$ cat src/rtl/load_store_unit.sv
// Memory-stage load/store front end: aligns byte addresses to word accesses,
// merges sub-word stores by read-modify-write and extends sub-word loads.
module load_store_unit #(
  parameter int unsigned MEM_LAT = 1
) (
  input  logic        clk,
  input  logic        rst_n,
  input  logic        req_valid,
  output logic        req_ready,
  input  logic [2:0]  op,
  input  logic [31:0] addr,
  input  logic [31:0] store_data,
  output logic [31:0] mem_addr,
  output logic        mem_read,
  output logic        mem_write,
  output logic [31:0] mem_wdata,
  input  logic [31:0] mem_rdata,
  output logic        resp_valid,
  output logic [31:0] load_data,
  output logic        misaligned
);

  typedef enum logic [1:0] {
    IDLE = 2'd0,
    RD   = 2'd1,
    WR   = 2'd2,
    RESP = 2'd3
  } state_t;

  localparam logic [2:0] OP_LB  = 3'b000;
  localparam logic [2:0] OP_LH  = 3'b001;
  localparam logic [2:0] OP_SW  = 3'b010;
  localparam logic [2:0] OP_LW  = 3'b011;
  localparam logic [2:0] OP_LBU = 3'b100;
  localparam logic [2:0] OP_LHU = 3'b101;
  localparam logic [2:0] OP_SB  = 3'b110;
  localparam logic [2:0] OP_SH  = 3'b111;

  localparam logic [3:0] LAT_M1 = 4'(MEM_LAT - 1);

  state_t      state;
  state_t      next_state;
  logic [2:0]  op_q;
  logic [1:0]  off_q;
  logic [15:0] sdata_q;
  logic [3:0]  cnt;
  logic        fault_q;
  logic        accept;
  logic        req_mis;
  logic        rd_done;
  logic        op_q_store;

  function automatic logic [31:0] extract(input logic [31:0] word,
                                          input logic [2:0]  o,
                                          input logic [1:0]  off);
    logic [7:0]  b;
    logic [15:0] h;
    logic [31:0] r;
    case (off)
      2'd0:    b = word[7:0];
      2'd1:    b = word[15:8];
      2'd2:    b = word[23:16];
      default: b = word[31:24];
    endcase
    h = off[1] ? word[31:16] : word[15:0];
    case (o)
      OP_LB:   r = {{24{b[7]}}, b};
      OP_LBU:  r = {24'b0, b};
      OP_LH:   r = {{16{h[15]}}, h};
      OP_LHU:  r = {16'b0, h};
      default: r = word;
    endcase
    return r;
  endfunction

  function automatic logic [31:0] merge(input logic [31:0] word,
                                        input logic [2:0]  o,
                                        input logic [1:0]  off,
                                        input logic [15:0] sd);
    logic [31:0] r;
    r = word;
    if (o == OP_SB) begin
      case (off)
        2'd0:    r[7:0]   = sd[7:0];
        2'd1:    r[15:8]  = sd[7:0];
        2'd2:    r[23:16] = sd[7:0];
        default: r[31:24] = sd[7:0];
      endcase
    end else if (off[1]) begin
      r[31:16] = sd;
    end else begin
      r[15:0] = sd;
    end
    return r;
  endfunction

  // Any op without a defined access width is reported as a fault.
  always_comb begin
    req_mis = 1'b1;
    case (op)
      OP_LB, OP_LBU, OP_SB: req_mis = 1'b0;
      OP_LH, OP_LHU, OP_SH: req_mis = addr[0];
      OP_LW, OP_SW:         req_mis = (addr[1:0] != 2'b00);
      default:              req_mis = 1'b1;
    endcase
  end

  assign accept     = (state == IDLE) && req_valid;
  assign rd_done    = (cnt == 4'd0);
  assign op_q_store = (op_q[2:1] == 2'b11);

  always_ff @(posedge clk or negedge rst_n) begin
    if (!rst_n) begin
      state <= IDLE;
    end else begin
      state <= next_state;
    end
  end

  always_comb begin
    next_state = state;
    req_ready  = 1'b0;
    mem_read   = 1'b0;
    mem_write  = 1'b0;
    resp_valid = 1'b0;
    misaligned = 1'b0;
    case (state)
      IDLE: begin
        req_ready = 1'b1;
        if (req_valid) begin
          if (req_mis) begin
            next_state = RESP;
          end else if (op == OP_SW) begin
            next_state = WR;
          end else begin
            next_state = RD;
          end
        end
      end
      RD: begin
        mem_read = 1'b1;
        if (rd_done) begin
          next_state = op_q_store ? WR : RESP;
        end
      end
      WR: begin
        mem_write  = 1'b1;
        next_state = RESP;
      end
      RESP: begin
        resp_valid = 1'b1;
        misaligned = fault_q;
        next_state = IDLE;
      end
      default: next_state = IDLE;
    endcase
  end

  // mem_addr only moves on acceptance so the memory sees a stable address.
  always_ff @(posedge clk or negedge rst_n) begin
    if (!rst_n) begin
      op_q      <= 3'b0;
      off_q     <= 2'b0;
      sdata_q   <= 16'b0;
      cnt       <= 4'b0;
      fault_q   <= 1'b0;
      mem_addr  <= 32'b0;
      mem_wdata <= 32'b0;
      load_data <= 32'b0;
    end else begin
      if (accept) begin
        op_q     <= op;
        off_q    <= addr[1:0];
        sdata_q  <= store_data[15:0];
        fault_q  <= req_mis;
        cnt      <= LAT_M1;
        mem_addr <= {addr[31:2], 2'b00};
        if (!req_mis && (op == OP_SW)) begin
          mem_wdata <= store_data;
        end
      end else if (state == RD) begin
        if (!rd_done) begin
          cnt <= cnt - 4'd1;
        end else if (op_q_store) begin
          mem_wdata <= merge(mem_rdata, op_q, off_q, sdata_q);
        end else begin
          load_data <= extract(mem_rdata, op_q, off_q);
        end
      end
    end
  end

endmodule

$ cat config.mk
export PLATFORM = sky130hd
export DESIGN_NAME = load_store_unit
export DESIGN_NICKNAME = d
export VERILOG_FILES = /design/src/rtl/load_store_unit.sv
export SDC_FILE = /design/constraint.sdc
export NUM_CORES = 1
export LEC_CHECK = 0
export CAP_MARGIN = 5
export CORE_MARGIN = 2
export CORE_UTILIZATION = 30
export DETAILED_ROUTE_END_ITERATION = 6
export MAX_ROUTING_LAYER = met4
export SYNTH_ARGS = -nofsm -noshare
export SYNTH_HDL_FRONTEND = slang
export SYNTH_SLANG_ARGS = --single-unit
$ cat constraint.sdc
create_clock -name clk -period 2.1 [get_ports clk]
set_input_delay 0.42 -clock clk [delete_from_list [all_inputs] [get_ports clk]]
set_output_delay 0.42 -clock clk [all_outputs]
set_load 0.005 [all_outputs]
==> results.md <==
- Final setup viols: 0
- Type of the worst min-delay path: in2async
- Peak Freq: 486.5 MHz
- Crit path cell chain: inv_1 > ha_1 > or3b_4 > nor4b_4 > buf_6 > buf_6 > a21oi_1 > o32a_1
- Crit Path Category: reg2reg
- Placed Cells: 1,141
- WP data arrival: 2.35 ns
- CP dominant cell by count: buf_6
- Final GP Congestion: 0.8511
- Clk pwr share: 0.215
- Max-cap violations: 0
- Via count: 5,847
- Count of cell types in the netlist: 49
- Pwr/cell area: 1481 nW/um^2
- Final slew viol count: 0
- RSZ-0062 raised after global routing: true
- Post-DP HPWL: 15.66 mm
- Asr flop ratio synth: 1.000
- Fin area: 9415 sq um
- Post-synth EDFFs: 0
- CTS sink cnt: 122
- Final period util: 0.9788
- Combinational power share: 0.479
- Switching share of power: 0.3541
- Initial Util: 0.3034
- CP Data Required Time: 2.40 ns
- CP delay by family, top: simple AND/OR/NAND/NOR gates
- Dpl cell area: 8707 sq um
- Peak supply drop: 0.6625 mV
- Register area share after synthesis: 0.5021
- Crit. End Element: flip-flop
- Clock transition at the registers of the reported paths: 0.06 ns
- TritonCTS clock tree: built
- Synth Flop Type: dfrtp_1
- DRT iter0 DRCs: 375
- Outcome: completed
- Worst-Skew Late Latency: 0.42 ns
- Psw: 4939 uW
- Site Rows: 52
- Drt total wl: 21.62 mm
- Remaining DRCs: 0
- Maximum net fanout on the critical path: 5
- Area Overhead vs Synth: 54.84%
- Post-route ant nets: 0
- Die width: 146.4 microns
- Tot Pwr: 13,950 uW
- Clock Skews: 0.005585 ns
- Leak: 0.004168 uW
- Layout cells sized above 1: 0.1276
- GR Overflow Total: 0
- Antenna diodes: 0
- Root buf cell: clkbuf_16
- Global-route wire length before repair: 33.17 mm
- Vias/cell: 4.959
- CP startpoint kind: flip-flop
- Minimum clock period: 2.055 ns
- Max Root-Sink Buffers: 2
- Pre-antenna DRT Iters: 5
- Num ports: 203
- Int Pwr: 9010 uW
- Input/output buffers: 200
- Net count, final: 1,006
- Slowest cell on crit path: or3b_4
- H-tree depth: 4
- Number of global-route vias before repair: 5,812
- Total number of yosys warnings: 0
- Synth Register Bits: 122
- Clock buffer count from CTS: 17
- Final Util: 0.4698
- Die H: 146.4 microns
- Overall routing resource usage: 0.2051
- Sequential Power Share: 0.306
- Fill cells: 1,987
- Syn Inst Count: 674
- Die area: 21,420 sq um
- Crit path buffers/inverters: 3
- Pin count of the biggest net entering global routing: 58
- Mapped Area: 6081 sq um
- Worst stage delay on the critical path: 0.41 ns
- Core footprint: 20,040 sq um
- Wirelength per Cell: 18.34 microns
- Initial antenna violation count: 0
- Mapped Avg Cell Area: 9.022 sq um
- Cell Count, Final, Fillers Out: 1,179
- Final hold vios: 0
per-layer routing:
| layer | up-vias | track usage | part of all wire |
|---|---|---|---|
| li1 | 2799 | - | - |
| met1 | 2787 | 0.2669 | 0.44 |
| met2 | 240 | 0.3012 | 0.45 |
| met3 | 21 | 0.07938 | 0.095 |
| met4 | 0 | 0.05194 | 0.016 |
| met5 | - | - | 0 |
cell usage after synthesis, drive strengths merged (2+ instances only):
| cell type | instances | area share |
|---|---|---|
| nand2 | 189 | 0.12 |
| nor3 | 19 | 0.016 |
| a21oi | 26 | 0.021 |
| ha | 7 | 0.014 |
| nand2b | 7 | 0.0072 |
| a31oi | 16 | 0.016 |
| o21ai | 16 | 0.013 |
| o311ai | 2 | 0.0029 |
| o31a | 2 | 0.0029 |
| a21o | 8 | 0.0099 |
| a21boi | 5 | 0.0062 |
| o22a | 6 | 0.0086 |
| a211oi | 14 | 0.017 |
| or2 | 2 | 0.0021 |
| o31ai | 2 | 0.0025 |
| buf | 16 | 0.014 |
| and2 | 6 | 0.0062 |
| dfrtp | 122 | 0.50 |
| and3 | 14 | 0.014 |
| a221oi | 11 | 0.016 |
| o221ai | 12 | 0.017 |
| o2bb2ai | 16 | 0.023 |
| mux2i | 4 | 0.0066 |
| o22ai | 16 | 0.016 |
| nand3 | 5 | 0.0041 |
| nor2b | 2 | 0.0021 |
| xor2 | 2 | 0.0029 |
| a311oi | 4 | 0.0058 |
| mux2 | 15 | 0.028 |
| clkbuf | 41 | 0.025 |
| nor2 | 35 | 0.022 |
| nor3b | 4 | 0.0049 |
| inv | 15 | 0.0093 |
logic make-up (layout without fill, tap and decap cells):
kind of cell	count (synthesis)	count (layout)	synth area share
buffers and inverters	72	306	0.04897
adders and majority gates	7	7	0.01440
muxes	20	20	0.03807
other	1	2	0.0006167
AOI/OAI and AO/OA	160	160	0.1856
and+or+nand+nor	289	289	0.2060
xor gates and xnor gates	3	3	0.004322
DFF	122	122	0.5021
registers in the layout (all words and copies together), names as in the netlist:
register and flops:
cnt 4, fault_q 1, load_data 32, mem_addr 30, mem_wdata 32, off_q 2, op_q 3, sdata_q 16
state 2
placed cells by master (no fill, tap or decap), drive strengths merged, types with 14 or more instances in the layout:
master	n
a211oi	14
a21oi	26
a31oi	16
and3	14
buf	58
clkbuf	26
clkdlybuf4s50	197
dfrtp	122
inv	15
mux2	15
nand2	189
nor2	35
nor3	19
o21ai	16
o22ai	16
o2bb2ai	16
through the flow:
step	hold WS, ns	setup TNS (ns)	setup slack, ns
after floorplan	0.1244	0	0.04075
after global placement	0.3696	-0.08527	-0.05146
after detailed placement	0.3692	-0.3552	-0.05181
after CTS	0.4751	-0.04900	-0.02381
after global routing	0.4942	-0.06161	-0.02728
final	0.4717	0	0.04459
worst paths after layout:
path | from | slack (ns) | cells after the start | to
setup reg to reg | cnt[1] | 0.04 | 8 | mem_wdata[15]
hold reg to reg | mem_addr[10] | 0.47 | 2 | mem_addr[10]
setup / recovery | cnt[1] | 0.04 | 8 | mem_wdata[15]
max in group asynchronous | rst_n | 1.04 | 3 | sdata_q[5]
min in group clk | mem_addr[10] | 0.47 | 2 | mem_addr[10]
hold / removal | rst_n | 0.47 | 2 | load_data[20]
layout make-up:
type / count / area [sq um] / area share
clock buffer: 24 / 481.7 / 0.05116
clock inverter: 7 / 115.1 / 0.01223
inverter: 15 / 56.30 / 0.005980
multi-input combinational: 481 / 2753 / 0.2924
sequential: 122 / 3053 / 0.3243
tap: 270 / 337.8 / 0.03588
timing repair buffer: 260 / 2619 / 0.2781
repair_timing:
action / in CTS / in global routing
hold buffers: 1 / 0
cloned: 0 / 2
gates resized for setup: 4 / 13
endpoints found under the setup margin: 6 / 36
pin swaps: 0 / 1
setup buffers: 0 / 4
hold endpoints to repair: 22 / 0
power by group through the flow:
| stage | clock network, uW | registers, uW | logic (uW) |
|---|---|---|---|
| after detailed placement | 0 | 4290 | 6590 |
| final | 3000 | 4270 | 6680 |
| after global routing | 3170 | 4410 | 7280 |
| after CTS | 3050 | 4280 | 6640 |
| after floorplan | 0 | 4120 | 3140 |
| after global placement | 0 | 4290 | 6510 |
worst register-to-register path: stages, from the launching register on:
cell and delay, ns:
dfrtp_1 0.38, inv_1 0.08, ha_1 0.16, or3b_4 0.41
nor4b_4 0.30, buf_6 0.17, buf_6 0.12, a21oi_1 0.04
o32a_1 0.29
Note: power is estimated with default switching activity, not from simulation.
